==> config.mk <==
export PLATFORM = sky130hd
export DESIGN_NAME = bfsk_symbol_framer
export DESIGN_NICKNAME = d
export VERILOG_FILES = /design/src/rtl/bfsk_symbol_framer.sv
export SDC_FILE = /design/constraint.sdc
export NUM_CORES = 1
export LEC_CHECK = 0
export CAP_MARGIN = 25
export CORE_UTILIZATION = 50
export DETAILED_ROUTE_END_ITERATION = 8
export GPL_TIMING_DRIVEN = 1
export PLACE_DENSITY = 0.77
export RECOVER_POWER = 100
export SYNTH_ARGS = -nofsm -noshare
export SYNTH_HDL_FRONTEND = slang
export SYNTH_SLANG_ARGS = --single-unit
==> constraint.sdc <==
create_clock -name clk -period 2.4 [get_ports clk]
set_clock_uncertainty 0.1 [all_clocks]
set_input_delay 0.24 -clock clk [delete_from_list [all_inputs] [get_ports clk]]
set_output_delay 0.24 -clock clk [all_outputs]
set_load 0.05 [all_outputs]
==> src/rtl/bfsk_symbol_framer.sv <==
// bfsk_symbol_framer
// Upstream stage of the BFSK modulator. Bytes arrive over a valid/ready
// stream into a one-deep holding register. For each frame the framer
// pulses `start`, waits out the modulator sync interval, then sends a fixed
// preamble followed by the payload MSB-first. Each bit is held for
// SAMPLES_PER_SYMBOL clocks. The frame is closed by a guard interval of
// zeros.
//
// Ports:
//   clk        in  1  clock
//   reset      in  1  synchronous, active-high reset
//   s_data     in  8  payload byte
//   s_last     in  1  final byte of the frame
//   s_valid    in  1  byte valid
//   s_ready    out 1  holding register empty (combinational)
//   start      out 1  one-cycle frame start pulse to the modulator
//   data_out   out 1  current symbol bit to the modulator
//   sym_strobe out 1  first cycle of every preamble/data symbol
//   busy       out 1  high whenever the framer is not idle
//   frame_done out 1  one-cycle pulse after the guard interval
//   underrun   out 1  one-cycle pulse when a frame is aborted for lack of data
module bfsk_symbol_framer #(
  parameter int          SAMPLES_PER_SYMBOL = 64,
  parameter int          SYNC_GAP           = 12,
  parameter int          PREAMBLE_BITS      = 8,
  parameter logic [15:0] PREAMBLE           = 16'hAAAA,
  parameter int          GUARD_SYMBOLS      = 2
) (
  input  logic       clk,
  input  logic       reset,
  input  logic [7:0] s_data,
  input  logic       s_last,
  input  logic       s_valid,
  output logic       s_ready,
  output logic       start,
  output logic       data_out,
  output logic       sym_strobe,
  output logic       busy,
  output logic       frame_done,
  output logic       underrun
);

  localparam int SW  = $clog2(SAMPLES_PER_SYMBOL);
  localparam int GW  = $clog2(SYNC_GAP + 1);
  localparam int GDW = $clog2(GUARD_SYMBOLS + 1);

  localparam logic [SW-1:0]  SAMP_LAST  = SW'(SAMPLES_PER_SYMBOL - 1);
  localparam logic [GW-1:0]  GAP_LAST   = GW'(SYNC_GAP - 1);
  localparam logic [3:0]     PRE_LAST   = 4'(PREAMBLE_BITS - 1);
  localparam logic [GDW-1:0] GUARD_LAST = GDW'(GUARD_SYMBOLS - 1);

  typedef enum logic [2:0] {
    ST_IDLE,
    ST_SYNC,
    ST_PREAMBLE,
    ST_DATA,
    ST_GUARD
  } state_t;

  state_t         state, state_next;

  logic [7:0]     hold_data;
  logic           hold_last;
  logic           hold_v;

  logic [7:0]     shift, shift_next;
  logic           shift_last, shift_last_next;

  logic [SW-1:0]  samp_cnt, samp_next;
  logic [3:0]     bit_cnt, bit_next;
  logic [GW-1:0]  gap_cnt, gap_next;
  logic [GDW-1:0] guard_cnt, guard_next;

  logic           load;
  logic           accept;
  logic           sym_end;
  logic           underrun_next;
  logic           start_next;
  logic           strobe_next;
  logic           data_next;
  logic           done_next;
  logic [3:0]     pre_idx;

  assign s_ready = !hold_v;
  assign accept  = s_valid && !hold_v;
  assign sym_end = (samp_cnt == SAMP_LAST);

  // Holding register. A new byte takes priority over the shift-register load
  // so a refill on the same edge keeps hold_v set.
  always_ff @(posedge clk) begin
    if (reset) begin
      hold_v    <= 1'b0;
      hold_data <= '0;
      hold_last <= 1'b0;
    end else if (accept) begin
      hold_v    <= 1'b1;
      hold_data <= s_data;
      hold_last <= s_last;
    end else if (load) begin
      hold_v    <= 1'b0;
    end
  end

  // State, counters, shift register and the registered outputs.
  always_ff @(posedge clk) begin
    if (reset) begin
      state      <= ST_IDLE;
      shift      <= '0;
      shift_last <= 1'b0;
      samp_cnt   <= '0;
      bit_cnt    <= '0;
      gap_cnt    <= '0;
      guard_cnt  <= '0;
      start      <= 1'b0;
      data_out   <= 1'b0;
      sym_strobe <= 1'b0;
      busy       <= 1'b0;
      frame_done <= 1'b0;
      underrun   <= 1'b0;
    end else begin
      state      <= state_next;
      shift      <= shift_next;
      shift_last <= shift_last_next;
      samp_cnt   <= samp_next;
      bit_cnt    <= bit_next;
      gap_cnt    <= gap_next;
      guard_cnt  <= guard_next;
      start      <= start_next;
      data_out   <= data_next;
      sym_strobe <= strobe_next;
      busy       <= (state_next != ST_IDLE);
      frame_done <= done_next;
      underrun   <= underrun_next;
    end
  end

  // Next-state and counter logic. The sample counter only runs while symbols
  // are being timed; it is zero in IDLE and SYNC so every symbol phase starts
  // aligned.
  always_comb begin
    state_next      = state;
    shift_next      = shift;
    shift_last_next = shift_last;
    samp_next       = '0;
    bit_next        = bit_cnt;
    gap_next        = '0;
    guard_next      = '0;
    load            = 1'b0;
    underrun_next   = 1'b0;

    case (state)
      ST_IDLE: begin
        bit_next = '0;
        if (hold_v) state_next = ST_SYNC;
      end

      ST_SYNC: begin
        bit_next = '0;
        gap_next = gap_cnt + 1'b1;
        if (gap_cnt == GAP_LAST) begin
          gap_next = '0;
          if (hold_v) begin
            state_next = ST_PREAMBLE;
            load       = 1'b1;
          end else begin
            state_next = ST_IDLE;
          end
        end
      end

      ST_PREAMBLE: begin
        samp_next = sym_end ? '0 : samp_cnt + 1'b1;
        if (sym_end) begin
          if (bit_cnt == PRE_LAST) begin
            bit_next   = '0;
            state_next = ST_DATA;
          end else begin
            bit_next = bit_cnt + 1'b1;
          end
        end
      end

      ST_DATA: begin
        samp_next = sym_end ? '0 : samp_cnt + 1'b1;
        if (sym_end) begin
          if (bit_cnt == 4'd7) begin
            bit_next = '0;
            if (shift_last) begin
              state_next = ST_GUARD;
            end else if (hold_v) begin
              load = 1'b1;
            end else begin
              state_next    = ST_IDLE;
              underrun_next = 1'b1;
            end
          end else begin
            bit_next   = bit_cnt + 1'b1;
            shift_next = {shift[6:0], 1'b0};
          end
        end
      end

      ST_GUARD: begin
        samp_next  = sym_end ? '0 : samp_cnt + 1'b1;
        guard_next = guard_cnt;
        if (sym_end) begin
          if (guard_cnt == GUARD_LAST) begin
            guard_next = '0;
            state_next = ST_IDLE;
          end else begin
            guard_next = guard_cnt + 1'b1;
          end
        end
      end

      default: state_next = ST_IDLE;
    endcase

    if (load) begin
      shift_next      = hold_data;
      shift_last_next = hold_last;
    end
  end

  // Registered output values are computed from the upcoming state so that
  // data_out and sym_strobe line up with the first sample of each symbol.
  always_comb begin
    pre_idx     = 4'd15 - bit_next;
    start_next  = (state == ST_IDLE) && (state_next == ST_SYNC);
    done_next   = (state == ST_GUARD) && (state_next == ST_IDLE);
    strobe_next = ((state_next == ST_PREAMBLE) && ((state == ST_SYNC) || sym_end)) ||
                  ((state_next == ST_DATA) && sym_end);
    data_next   = 1'b0;
    case (state_next)
      ST_PREAMBLE: data_next = PREAMBLE[pre_idx];
      ST_DATA:     data_next = shift_next[7];
      default:     data_next = 1'b0;
    endcase
  end

endmodule

==> results.md <==
* Most frequent cell after synthesis: dfxtp_1
* Unrepaired setup endpoints after global routing: no
* Crit Path Class: reg -> reg
* Critical path startpoint category: register
* Worst hold slack at 0.352 ns
* Source of the worst register-to-register timing path: bit_cnt[0]
* Nets at 255
* Post-synthesis async set-or-reset flop share at 0%
* IO buf count at 18
* Worst hold path class: reg -> reg
* Power per cell area at 575 nW/um^2
* Num ports at 19
* Pins Over Slew Limit at 0
* Worst-skew pair later-pin latency at 0.29 ns
* CP max stage cell: or4_1
* Post-synth EDFFs at 0
* Total power at 1.28 mW
* Critical path fanouts, max at 4
* Pin count of the biggest net entering global routing at 35
* Final Wtd Congestion at 0.904
* DR pass1 iterations at 4
* Cell Area, Synth at 1860 um^2
* Cell repeated most along the worst path: or4_1
* Most frequent cells after synthesis: dfxtp_1, nor2_1, nand2_1
* Via/cell ratio at 5.41
* Clock Path Buffers at 2
* Clk slew on worst S/H paths at 0.07 ns
* Ys Warns at 0
* Die Height at 63.1 um
* # setup viols final at 0
* Initial Utilization at 54.2%
* CP peak stage delay at 0.53 ns
* Crit path cell chain: ha_4, nand4b_4, or4_1, a21o_1, and2_1, or4_1, a21oi_1
* Worst reg-to-reg setup slack at 0.08 ns
* TritonCTS clock tree: built
* Syn Inst Count at 216
* Min Tclk post-route at 2.32 ns
* Largest family of logic cells by synthesized area: simple AND/OR/NAND/NOR gates
* WL/cell at 13.5 um
* GR Overflow Total at 0
* Core Area at 3440 um^2
* Hold path cells at 1
* Synth top area share at 47.2%
* Iteration-0 DRC count of the detailed router at 83
* Avg Cell Area, Syn at 8.63 um^2
* Ranking of synthesized cells by area: dfxtp_1, nor2_1, mux2i_1
* Status: completed
* Clock sinks at 44
* Worst EP required at 2.52 ns
* Normalized max-slew margin at 60.1%
* VDD IR-drop max at 0.265 mV
* Antenna violation net count after detailed routing at 0
* P_leak at 0.892 nW
* Fraction of the cycle the final worst path needs at 96.5%
* Die area at 3980 um^2
* Reg2Reg Depth at 7
* Main flop type after synthesis: dfxtp_1
* Root Buffer: clkbuf_8
* Sequential share of the synthesized area at 47.2%
* Share of cells above drive strength 1 at 9.58%
* RR Endpoint: data_out
* Crit. End Element: register
* Largest area contributor in the netlist: dfxtp_1
* Initial antenna violation count at 0
* H-Tree Depth at 2
* Vias in the first global route at 1410
* Net count after synthesis at 231
* Post-CTS setup buffers at 0
* Via count at 1548
* Max-cap violations at 0
* CTS Buf Count at 5
* Fin. Hold Viols at 0
* Post-Route WL at 3860 um
* Worst slew pin tran at 0.597 ns
* Global-route wire length before repair at 6270 um
* Die Width at 63.1 um
* Area Growth Syn to Fin at 19.7%
* DRC viols at 0
* Distinct cell type count after synthesis at 37
* Hpwl dp at 2700 um
* Flops & latches, synth at 44
* Fin util at 64.8%
* Post-Synth Simple-Gate Area at 24.2%
* Site Rows at 21
* Hold path start: gap_cnt[0]
* Post-synthesis mux area share at 4.83%
* Setup total negative slack at 0 ns
* Total Routing Usage GR at 20.4%
* Final cell count without fillers at 286
* Compound-gate portion of the synthesized area at 13.3%
* Adder and majority cell fraction of the synthesized area at 2.01%
* WP data arrival at 2.44 ns
* DP Cell Count at 279
* Hold Path End: gap_cnt[0]
* Ant diodes at 0
* F_max at 432 MHz
* Post-synthesis xor/xnor area fraction at 3.29%
[worst max path at each step]
| stage | startpoint | to | slack (ns) | cells after the start |
|---|---|---|---|---|
| 6_report | bit_cnt[0] | data_out | 0.08 | 7 |
| 2_1_floorplan | bit_cnt[0] | data_out | 0.02 | 8 |
| 4_1_cts | bit_cnt[1] | data_out | 0.005 | 7 |
| 3_3_place_gp | bit_cnt[1] | data_out | 0.10 | 7 |
| 3_5_place_dp | bit_cnt[1] | data_out | 0.06 | 7 |
| 5_1_grt | samp_cnt[0] | data_out | 0.002 | 7 |
[cell type report]
type / instances / area [um^2]
repair buffers: 29 / 259
fillers: 286 / 1210
clock inverters: 1 / 5.00
well taps: 46 / 57.6
inverters: 9 / 33.8
multi-input cells: 151 / 922
clock buffers: 6 / 72.6
flip-flops and latches: 44 / 882
[where the power goes]
| part | switching [mW] | leakage (nW) | internal, mW |
|---|---|---|---|
| logic | 0.0580 | 0.493 | 0.0412 |
| registers | 0.0114 | 0.357 | 0.746 |
| clock network | 0.228 | 0.0410 | 0.198 |
[registers in the layout, indices dropped and copies added, names as in the netlist]
register / count
bit_cnt: 4
busy: 1
data_out: 1
frame_done: 1
gap_cnt: 4
guard_cnt: 2
hold_data: 8
hold_last: 1
hold_v: 1
samp_cnt: 6
shift: 8
shift_last: 1
start: 1
state: 3
sym_strobe: 1
underrun: 1
[worst max-delay path, delay by kind of cell (launching register included)]
family	cells	cell delay (ns)
AND/OR/NAND/NOR	4	1.24
flip-flops	1	0.38
AO/OA/AOI/OAI	2	0.34
adder cells (fa/ha/maj)	1	0.18
[layer usage]
| layer | vias up | global-route usage (%) | routed length, um |
|---|---|---|---|
| met3 | 6 | 6.34 | 245 |
| met1 | 704 | 26.7 | 1960 |
| met5 | - | 0 | 0 |
| li1 | 789 | - | - |
| met4 | 0 | 8.43 | 53 |
| met2 | 49 | 30.6 | 1600 |
[through the flow]
stage	instance area, um^2	worst slack (ns)
5_1_grt	2230	0.00157
3_5_place_dp	2130	0.0581
2_1_floorplan	1890	0.0233
3_3_place_gp	2130	0.103
6_report	2230	0.0836
4_1_cts	2210	0.00532
[cell usage in the layout (no fill, tap or decap), types with 7 or more instances in the layout]
master and count:
inv_1 9, mux2i_1 9, nand2_1 24, a211oi_1 7
clkdlybuf4s50_1 17, nor2_1 37, buf_4 10, dfxtp_1 43
a21oi_1 15
[kinds of logic (layout without fill, tap and decap cells)]
logic type | after synthesis | after routing
AND/OR/NAND/NOR | 93 | 93
flip-flops | 44 | 44
AO/OA/AOI/OAI | 39 | 39
buffers and inverters | 21 | 45
multiplexers | 9 | 9
XOR/XNOR | 7 | 7
adder cells (fa/ha/maj) | 3 | 3
[timing repair]
item                                    4_1_cts  5_1_grt
hold buffers                                  0        0
endpoints found under the setup margin        0        1
gates resized for setup                       0        4
Power figures use the tool's default switching activity.
